## src/rtl/moldudp64_tx_framer.sv

```systemverilog
// MoldUDP64 transmit framer: packs header, length fields and message bytes into 64-bit AXI-stream beats.
// Optional idle heartbeat generator is enabled by defining MOLD_TX_HEARTBEAT_EN.
module moldudp64_tx_framer #(
  parameter logic [31:0] HB_CYCLES = 32'd1_000_000,
  parameter int unsigned ACC_BYTES = 16
) (
  input  logic        clk,
  input  logic        reset,
  input  logic [79:0] cfg_session,
  input  logic [63:0] cfg_seq_init,
  input  logic        cfg_seq_load,
  input  logic        pkt_valid,
  output logic        pkt_ready,
  input  logic [15:0] pkt_count,
  input  logic        msg_valid,
  output logic        msg_ready,
  input  logic        msg_start,
  input  logic [15:0] msg_len,
  input  logic [63:0] msg_data,
  output logic        udp_axis_tvalid_o,
  input  logic        udp_axis_tready_i,
  output logic [63:0] udp_axis_tdata_o,
  output logic [7:0]  udp_axis_tkeep_o,
  output logic        udp_axis_tlast_o,
  output logic [63:0] next_seq_o,
  output logic        eos_o,
  output logic        busy_o
);

  typedef enum logic [2:0] {
    S_IDLE  = 3'd0,
    S_HDR   = 3'd1,
    S_LEN   = 3'd2,
    S_DATA  = 3'd3,
    S_DRAIN = 3'd4
  } state_t;

  localparam logic [5:0] ACC_CAP = 6'(ACC_BYTES);

  state_t       state_q, state_d;
  logic [127:0] acc_q, acc_d;
  logic [4:0]   fill_q, fill_d;
  logic [15:0]  cnt_q, cnt_d, msgs_q, msgs_d, rem_q, rem_d;
  logic         first_q, first_d;
  logic [63:0]  odata_q, odata_d;
  logic [7:0]   okeep_q, okeep_d;
  logic         olast_q, olast_d, ovalid_q, ovalid_d;
  logic [63:0]  seq_q, seq_d;
  logic         eos_q, eos_d;

  logic         take_s, out_free_s, cmd_acc_s, start_s, pop_s, last_s, hb_fire_s;
  logic         room_len_s, room_dat_s, msg_ready_s;
  logic [15:0]  start_cnt_s;
  logic [4:0]   fill_ap_s;
  logic [127:0] acc_ap_s;
  logic [3:0]   push_n_s, chunk_s;
  logic [63:0]  push_data_s, push_mask_s;

`ifdef MOLD_TX_HEARTBEAT_EN
  logic [31:0] idle_q, idle_d;

  assign hb_fire_s = (state_q == S_IDLE) && !eos_q && !pkt_valid && !cfg_seq_load && (idle_q >= HB_CYCLES);

  // Idle-cycle counter: runs only while idle, cleared as soon as a packet starts
  always_comb begin
    if ((state_q == S_IDLE) && !start_s) begin
      idle_d = idle_q + 32'd1;
    end else begin
      idle_d = 32'd0;
    end
  end

  // Idle counter register
  always_ff @(posedge clk or posedge reset) begin
    if (reset) begin
      idle_q <= 32'd0;
    end else begin
      idle_q <= idle_d;
    end
  end
`else
  assign hb_fire_s = 1'b0;
`endif

  assign pkt_ready   = (state_q == S_IDLE) && !eos_q && !cfg_seq_load;
  assign cmd_acc_s   = pkt_valid && pkt_ready;
  assign start_s     = cmd_acc_s || hb_fire_s;
  assign start_cnt_s = cmd_acc_s ? pkt_count : 16'd0;

  assign take_s     = ovalid_q && udp_axis_tready_i;
  assign out_free_s = !ovalid_q || take_s;
  // Mid-packet pops keep at least one byte back so the final beat always carries tlast.
  assign pop_s      = (state_q != S_IDLE) && out_free_s && (fill_q > 5'd8);
  assign last_s     = (state_q == S_DRAIN) && out_free_s && (fill_q != 5'd0) && (fill_q <= 5'd8);
  assign fill_ap_s  = pop_s ? (fill_q - 5'd8) : (last_s ? 5'd0 : fill_q);
  assign acc_ap_s   = pop_s ? {acc_q[63:0], 64'd0} : (last_s ? 128'd0 : acc_q);
  assign chunk_s    = (rem_q >= 16'd8) ? 4'd8 : rem_q[3:0];
  assign room_len_s = ({1'b0, fill_ap_s} + 6'd2) <= ACC_CAP;
  assign room_dat_s = ({1'b0, fill_ap_s} + {2'b00, chunk_s}) <= ACC_CAP;

  // Packet sequencing: state transitions, message bookkeeping, sequence/EOS update
  always_comb begin
    state_d     = state_q;
    cnt_d       = cnt_q;
    msgs_d      = msgs_q;
    rem_d       = rem_q;
    first_d     = first_q;
    seq_d       = seq_q;
    eos_d       = eos_q;
    push_n_s    = 4'd0;
    push_data_s = 64'd0;
    msg_ready_s = 1'b0;
    case (state_q)
      S_IDLE: begin
        if (cfg_seq_load) begin
          seq_d = cfg_seq_init;
        end else if (start_s) begin
          cnt_d   = start_cnt_s;
          msgs_d  = start_cnt_s;
          state_d = S_HDR;
        end else begin
          state_d = S_IDLE;
        end
      end
      S_HDR: begin
        if ((cnt_q == 16'd0) || (cnt_q == 16'hFFFF)) begin
          state_d = S_DRAIN;
        end else begin
          state_d = S_LEN;
        end
      end
      S_LEN: begin
        if (msg_valid && !msg_start) begin
          msg_ready_s = 1'b1;
        end else if (msg_valid && room_len_s) begin
          push_n_s    = 4'd2;
          push_data_s = {msg_len, 48'd0};
          if (msg_len == 16'd0) begin
            msg_ready_s = 1'b1;
            msgs_d      = msgs_q - 16'd1;
            state_d     = (msgs_q == 16'd1) ? S_DRAIN : S_LEN;
          end else begin
            // The start beat stays on the bus; DATA consumes it together with its payload.
            rem_d   = msg_len;
            first_d = 1'b1;
            state_d = S_DATA;
          end
        end else begin
          state_d = S_LEN;
        end
      end
      S_DATA: begin
        msg_ready_s = room_dat_s;
        if (msg_valid && room_dat_s && !(msg_start && !first_q)) begin
          push_n_s    = chunk_s;
          push_data_s = msg_data;
          rem_d       = rem_q - {12'd0, chunk_s};
          first_d     = 1'b0;
          if (rem_q <= 16'd8) begin
            msgs_d  = msgs_q - 16'd1;
            state_d = (msgs_q == 16'd1) ? S_DRAIN : S_LEN;
          end else begin
            state_d = S_DATA;
          end
        end else begin
          state_d = S_DATA;
        end
      end
      S_DRAIN: begin
        if (take_s && olast_q) begin
          state_d = S_IDLE;
          if (cnt_q == 16'hFFFF) begin
            eos_d = 1'b1;
          end else if (cnt_q != 16'd0) begin
            seq_d = seq_q + {48'd0, cnt_q};
          end else begin
            seq_d = seq_q;
          end
        end else begin
          state_d = S_DRAIN;
        end
      end
      default: begin
        state_d = S_IDLE;
      end
    endcase
  end

  assign push_mask_s = {64{1'b1}} << {4'd8 - push_n_s, 3'b000};

  // Accumulator and output register next-state
  always_comb begin
    if (start_s) begin
      acc_d  = {cfg_session[15:0], seq_q, start_cnt_s, 32'd0};
      fill_d = 5'd12;
    end else begin
      acc_d  = acc_ap_s | ({push_data_s & push_mask_s, 64'd0} >> {fill_ap_s, 3'b000});
      fill_d = fill_ap_s + {1'b0, push_n_s};
    end
    odata_d  = odata_q;
    okeep_d  = okeep_q;
    olast_d  = olast_q;
    ovalid_d = ovalid_q;
    if (start_s) begin
      odata_d  = cfg_session[79:16];
      okeep_d  = 8'hFF;
      olast_d  = 1'b0;
      ovalid_d = 1'b1;
    end else if (pop_s) begin
      odata_d  = acc_q[127:64];
      okeep_d  = 8'hFF;
      olast_d  = 1'b0;
      ovalid_d = 1'b1;
    end else if (last_s) begin
      odata_d  = acc_q[127:64];
      okeep_d  = 8'hFF << (4'd8 - fill_q[3:0]);
      olast_d  = 1'b1;
      ovalid_d = 1'b1;
    end else if (take_s) begin
      ovalid_d = 1'b0;
    end else begin
      ovalid_d = ovalid_q;
    end
  end

  // State, accumulator, packet context and output registers
  always_ff @(posedge clk or posedge reset) begin
    if (reset) begin
      state_q  <= S_IDLE;
      acc_q    <= 128'd0;
      fill_q   <= 5'd0;
      cnt_q    <= 16'd0;
      msgs_q   <= 16'd0;
      rem_q    <= 16'd0;
      first_q  <= 1'b0;
      odata_q  <= 64'd0;
      okeep_q  <= 8'd0;
      olast_q  <= 1'b0;
      ovalid_q <= 1'b0;
      seq_q    <= 64'd1;
      eos_q    <= 1'b0;
    end else begin
      state_q  <= state_d;
      acc_q    <= acc_d;
      fill_q   <= fill_d;
      cnt_q    <= cnt_d;
      msgs_q   <= msgs_d;
      rem_q    <= rem_d;
      first_q  <= first_d;
      odata_q  <= odata_d;
      okeep_q  <= okeep_d;
      olast_q  <= olast_d;
      ovalid_q <= ovalid_d;
      seq_q    <= seq_d;
      eos_q    <= eos_d;
    end
  end

  assign msg_ready         = msg_ready_s;
  assign udp_axis_tvalid_o = ovalid_q;
  assign udp_axis_tdata_o  = odata_q;
  assign udp_axis_tkeep_o  = okeep_q;
  assign udp_axis_tlast_o  = olast_q;
  assign next_seq_o        = seq_q;
  assign eos_o             = eos_q;
  assign busy_o            = (state_q != S_IDLE);

endmodule

```

## config.mk

```make
export PLATFORM = sky130hd
export DESIGN_NAME = moldudp64_tx_framer
export DESIGN_NICKNAME = d
export VERILOG_FILES = /design/src/rtl/moldudp64_tx_framer.sv
export SDC_FILE = /design/constraint.sdc
export NUM_CORES = 1
export LEC_CHECK = 0
export ABC_AREA = 1
export BUFFER_PORTS_ARGS = -buffer_cell sky130_fd_sc_hd__buf_2
export CAP_MARGIN = 20
export CORE_UTILIZATION = 52
export DETAILED_ROUTE_END_ITERATION = 8
export PLACE_DENSITY = 0.78
export SLEW_MARGIN = 15
export SYNTH_ARGS = -nofsm -noshare
export SYNTH_HDL_FRONTEND = slang
export SYNTH_SLANG_ARGS = --single-unit
```

## constraint.sdc

```tcl
create_clock -name clk -period 9 [get_ports clk]
set_input_delay 0 -clock clk [delete_from_list [all_inputs] [get_ports clk]]
set_output_delay 0 -clock clk [all_outputs]
set_load 0.02 [all_outputs]
```

* Word-level counts from Yosys, hierarchy flattened *
Cells that the tools add are included.
Widths: inputs -> output; s select.

cells by class
  add/sub/neg operators = 9
  $lt $le $gt $ge = 6
  equal/unequal tests = 18
  shifts and indexed selects = 3
  multiplexer cells = 66
  bitwise logic cells = 3
  reduce and logical (&&, ||, !) cells = 40

operators by type and width
  kind                   count
  $mux 64                10
  $mux 128               3
  $pmux 64 s2            2
  $mux 16                11
  $or 128x128->128       1
  $shr 128x8->128        1
  $add 64x16->64         1
  $and 64x64->64         1
  $shl 64x7->64 const A  1
  $pmux 16 s3            1
  $logic_not 16->1       2
  $pmux 16 s2            1
  $mux 3                 9
  $mux 8                 3
  $ne 2x2->1 const B     10
  $eq 16x1->1 const B    1
  $eq 16x16->1 const B   1
  $ge 16x4->1 const B    1
  $le 16x4->1 const B    1
  $reduce_bool 16->1     1
  $sub 16x1->16 const B  1
  $sub 16x4->16          1
  $logic_and 1x1->1      15
  $mux 1                 15
  other kinds (31)       51

storage, ports and cells
  bits in registers = 324
  bits of input ports = 247
  output and inout port bits = 142
  word-level logic and storage cells = 158

* Logic depth before layout (Yosys ltp) *
  word-level depth = 19
  depth in mapped cells = 44
  gate-level depth less buffers = 41

* Worst setup path before layout *
OpenSTA, ideal clock, no wires.

  kind = register to register
  start point = register fill_q[1]
  end point = register acc_q[64]
  setup time = 0.077 ns
  arrival = 4.872 ns
  data required time = 8.923 ns
  path slack = 4.051 ns
  cell stages (with the launch flop) = 38
  buffers on the path = 3
  clock period less this slack = 4.949 ns
  cells stage by stage = dfrtp_1 inv_1 ha_1 inv_1 nor2_2 nand3_1 nand3_2 buf_6 nand2_1 inv_2 clkbuf_1 ha_1 inv_1 fa_1 nand2_1 a21oi_1 nand3_1 nand2_1 [... 2 more ...] nand2_2 nor2_8 nand2_2 nor2_2 inv_1 ha_1 inv_1 nand3_1 nand2_2 inv_2 nand2_2 buf_2 nand4_1 nand3_1 nand3_1 nand2_1 nand2_1 a21oi_1

between the ends
  cells in the longest elaborated chain, start to end = 17
  elaborated cells on any way between the ends = 32
  classes of those cells = 4 x add/sub; 4 x order compare; 2 x shift; 13 x mux; 2 x bitwise; 7 x reduce/logical

ends and longest elaborated chain
  element                                                               line  source
  start: declaration                                                    42    logic [4:0] fill_q, fill_d;
  start signal: assignment                                              245   fill_q <= fill_d;
  parallel branches: the longest is 15 deep, another holds $add 5x2->6  n/a
  $or 128x128->128 (*)                                                  197   acc_d = acc_ap_s | ({push_data_s & push_mask_s, 64'd0} >> {fill_ap_s, 3'b000});
  $mux 128 (*)                                                          193   if (start_s) begin
  named net acc_d[64]                                                   41    logic [127:0] acc_q, acc_d;
  end signal: assignment                                                230   acc_q <= 128'd0;
  end signal: assignment                                                244   acc_q <= acc_d;
  end: declaration                                                      41

Mark *: on every way through the listed nets, which the timed path passes.
A chain may end at the register's enable or synchronous reset.

* Worst setup path in the final report *
  start point = register fill_q[1]
  end point = register acc_q[37]

Same word-level chain as after synthesis.

==> results list <==
* Critical Path Source Type: flop
* Mean post-synth cell area: 6.74 sq um
- For this run, the slowest stage of the critical path takes 450 ps.
- Gates resized during post-CTS repair numbered 0.
* Period Utilization, post-route: 73.3%
- CP max FO: 43
- Leading cell types by total area after synthesis: sky130_fd_sc_hd__dfrtp_1 (37%), sky130_fd_sc_hd__nand2_1 (15%), sky130_fd_sc_hd__nand3_1 (7.4%), sky130_fd_sc_hd__nor2_1 (7.1%), sky130_fd_sc_hd__inv_1 (4.8%)
- Vias per cell: 6.16
- Of all flip-flops after synthesis, the portion carrying an async set or reset was 100%.
* Final setup vio count: 0
- Clock tree synthesis inserted a total of 38 buffers.
- The routed design has 99000 um of wire.
* Mapped cell area: 22100 sq um
- Static timing analysis puts the maximum clock frequency at 0.152 GHz.
- The finished cells cover 27300 sq um.
- After detailed routing, the number of remaining DRC violations is 1.
* Failing checks: design-rule violations
* Area of the die: 43300 sq um
- The number of endpoints with negative hold slack in the final report was 0.
- Worst-case clock buffer depth: 3
- H-Tree Level Count: 2
- For the worst-skew pair, the clock arrives at the later sink with an insertion delay of 580 ps.
- Final total negative setup slack: 0 ps
* Wire length per cell after detailed routing: 23.0 um
* Unique cell type count in the Yosys netlist: 57
- Number of cells on the worst hold path: 7
* Outcome: complete, but fails checks
* TritonCTS clock tree: built
- Once placement finished, the instance area stood at 24200 sq um.
- Layout filler cell count: 3776
- Synthesized instance count: 3278
* Minimum period implied by the final worst setup slack: 6600 ps
- Die H: 208 um
- Data on the critical path is required at its endpoint by 9490 ps.
- Once the clock tree was built, the setup fixing pass inserted 0 buffers.
- The first global-routing pass estimated 149000 um of wire.
- After global routing the overflow that remains totals 0.
* Number of synthesized register bits: 324
- Critical path class: flop to flop
* Area added between synthesis and finish: 23.7%
- Before antenna repair, the detailed router went through 9 iterations.
* Routability Congestion: 1.03
- In this run the biggest area consumer among cell types represents 36.6% of the synthesized area.
- Hold wc startpoint: msg_valid
* Starting DRT DRC Count: 3710
* Number of top-level pins: 389
- Number of enable flip-flop cells after synthesis: 0
- Count of clock tree sinks: 324
- The post-route netlist has 14.5% of its cells at a drive strength greater than 1.
* All-layer global routing usage: 45.3%
- Worst Max-Slew Pin Slew: 1040 ps
- Counting every net in the synthesized netlist gives 3560.
- Reg-to-reg slack, setup: 2400 ps
- The count of nets left with antenna violations once routing finished came out at 0.
- The worst path meets setup with 2400 ps of slack.
- Type of destination of the critical path: flop
- On the critical path, the stage with the largest delay is an instance of sky130_fd_sc_hd__dfrtp_1.
- Net count reported at finish: 4015
- The tree is rooted in a sky130_fd_sc_hd__clkbuf_16.
- The endpoint identified for the worst register-to-register timing path is acc_q[37]$_DFF_PP0_.
- Sequential area share after synthesis: 36.7%
- Of all cell types, the one taking the most synthesized area is sky130_fd_sc_hd__dfrtp_1.
* Clock-pin slew on the worst setup and hold paths: 60 ps
- IR Drop Worst-Case VDD: 0.166 mV
- Detailed routing inserted a total of 26499 vias.
- Worst path most repeated cell: sky130_fd_sc_hd__nand2_1
* Fin. max-slew vios: 0
- Worst setup slack before clock tree synthesis: 2730 ps
* Num rows: 75
* Launch point of the worst reg-to-reg path: fill_q[1]$_DFF_PP0_
- The total area inside the core boundary comes to 41900 sq um.
* Worst setup skew after layout: 30.7 ps
- Worst max-slew margin expressed relative to the limit: 30.6%
- Length in cells of the worst reg-to-reg path: 37
- In this run the static leakage power is 13.2 nW.
- Most instantiated flip-flop cell in the synthesis netlist: sky130_fd_sc_hd__dfrtp_1
- Across the run, the number of max-cap violations was 0.
- Power per cell area: 255 nW/um^2
* Die extent in x: 208 um
- Input/output buffers: 388
- The design draws 6.96 mW.
* Number of global-route vias before repair: 24634
* Initial standard-cell utilization of the core: 52.7%
- Synthesis Warnings: 0
- Hold worst-path end: state_q[2]$_DFFE_PP0P_
- Data on the critical path arrives at its endpoint at 7080 ps.
- Entering global routing, the biggest net connects 131 pins.
- The initial antenna violation count came to 5.
* Worst min path class: input port to flop
* Post-DP HPWL: 70100 um
- Unrepaired setup endpoints after global routing: no
[report_power, final]
group / leakage, nW / internal (mW) / total, mW / switching, mW
Combinational: 9.05 / 0.959 / 3.04 / 2.08
Clock: 0.626 / 0.958 / 1.63 / 0.671
Sequential: 3.57 / 1.89 / 2.30 / 0.408
Total: 13.2 / 3.81 / 6.96 / 3.16
[metrics by stage]
stage / instances / hold slack, ps / utilization [%]
2_1_floorplan: 3278 / 96.4 / -
3_3_place_gp: 4044 / 224 / 57.6
3_5_place_dp: 4044 / 239 / 57.6
4_1_cts: 4299 / 34.9 / 65.1
5_1_grt: 4300 / 108 / 65.1
6_report: 4300 / 59.6 / 65.1
[synthesized netlist by cell type, drive strengths merged (22+ instances only)]
| master | number |
|---|---|
| nand2 | 878 |
| nor2 | 426 |
| nand3 | 331 |
| dfrtp | 323 |
| inv | 289 |
| o21ai | 223 |
| clkbuf | 136 |
| a21oi | 118 |
| nand4 | 89 |
| o22ai | 83 |
| a221oi | 58 |
| buf | 56 |
| nor3 | 42 |
| o211ai | 40 |
| ha | 33 |
| xor2 | 30 |
| nor4 | 23 |
| a31oi | 22 |
[cell families after synthesis]
kind of cell,synth area share (%)
flip-flops,36.7
adder cells (fa/ha/maj),2.05
AO/OA/AOI/OAI,16.5
XOR/XNOR,1.31
AND/OR/NAND/NOR,34.7
buffers and inverters,8.71
other,0.0170
[critical path: cells and delay by family (launching register included)]
| family | cells | cell delay (ps) |
|---|---|---|
| AO/OA/AOI/OAI | 1 | 160 |
| adder cells (fa/ha/maj) | 3 | 820 |
| buffers and inverters | 9 | 1160 |
| flip-flops | 1 | 450 |
| AND/OR/NAND/NOR | 24 | 3880 |
[layout make-up]
cell class | count | area, sq um | area share [%]
inverters | 293 | 1110 | 4.07
clock buffers | 50 | 1080 | 3.94
multi-input cells | 2469 | 12100 | 44.3
flip-flops and latches | 324 | 8110 | 29.7
clock inverters | 17 | 196 | 0.719
diodes | 1 | 2.50 | 0.00916
well taps | 539 | 674 | 2.47
repair buffers | 607 | 4060 | 14.8
[state kept, by name, indices dropped and copies added (netlist names), 3 cells and up]
name / count
state_q: 3
msgs_q: 16
fill_q: 5
cnt_q: 16
rem_q: 16
udp_axis_tdata_o: 64
acc_q: 128
next_seq_o: 64
udp_axis_tkeep_o: 8
[cell usage in the layout (no fill, tap or decap), types with 4 or more instances in the layout]
cell type and instances:
sky130_fd_sc_hd__inv_1 275, sky130_fd_sc_hd__clkbuf_16 39, sky130_fd_sc_hd__clkbuf_8 6, sky130_fd_sc_hd__buf_2 388, sky130_fd_sc_hd__o21ai_0 189, sky130_fd_sc_hd__or2_2 8
sky130_fd_sc_hd__a221oi_1 58, sky130_fd_sc_hd__o221ai_1 17, sky130_fd_sc_hd__nand2_4 4, sky130_fd_sc_hd__nand3_1 326, sky130_fd_sc_hd__nand4_1 88, sky130_fd_sc_hd__nor2_1 416
sky130_fd_sc_hd__a31oi_1 22, sky130_fd_sc_hd__nor2_2 6, sky130_fd_sc_hd__nor4_1 23, sky130_fd_sc_hd__nand2_2 13, sky130_fd_sc_hd__nand3_2 5, sky130_fd_sc_hd__a22oi_1 20
sky130_fd_sc_hd__clkinv_2 10, sky130_fd_sc_hd__dlygate4sd3_1 188, sky130_fd_sc_hd__nand2_1 861, sky130_fd_sc_hd__a21oi_1 116, sky130_fd_sc_hd__o21ai_1 32, sky130_fd_sc_hd__o22ai_1 83
sky130_fd_sc_hd__clkbuf_1 5, sky130_fd_sc_hd__a41oi_1 4, sky130_fd_sc_hd__dfrtp_1 323, sky130_fd_sc_hd__buf_4 31, sky130_fd_sc_hd__o211ai_1 39, sky130_fd_sc_hd__inv_2 12
sky130_fd_sc_hd__bufinv_16 4, sky130_fd_sc_hd__ha_1 33, sky130_fd_sc_hd__xor2_1 30, sky130_fd_sc_hd__nor3_1 42
[how the worst max path moves through the flow]
stage / from / depth (start not counted) / to / slack, ps
after global routing: fill_q[1]$_DFF_PP0_ / 37 / acc_q[42]$_DFF_PP0_ / 1940
after global placement: fill_q[1]$_DFF_PP0_ / 37 / acc_q[45]$_DFF_PP0_ / 2930
after CTS: fill_q[1]$_DFF_PP0_ / 37 / acc_q[37]$_DFF_PP0_ / 2660
after floorplan: reset / 1 / acc_q[0]$_DFF_PP0_ / 30
final: fill_q[1]$_DFF_PP0_ / 37 / acc_q[37]$_DFF_PP0_ / 2400
after detailed placement: fill_q[1]$_DFF_PP0_ / 37 / acc_q[37]$_DFF_PP0_ / 2730
[metal layers]
metal | GRT usage (%) | wire [um] | up-vias
met3 | 12.3 | 11800 | 350
met4 | 26.5 | 6630 | 8
met2 | 66.3 | 41700 | 1879
li1 | - | - | 11960
met5 | 0 | 59 | -
met1 | 60.0 | 38800 | 12302
[what timing repair did]
item                                    in CTS  in global routing
endpoints found under the setup margin       0                  0
hold buffers                               188                  0
endpoints found under the hold margin      347                  0
Power figures use the tool's default switching activity.
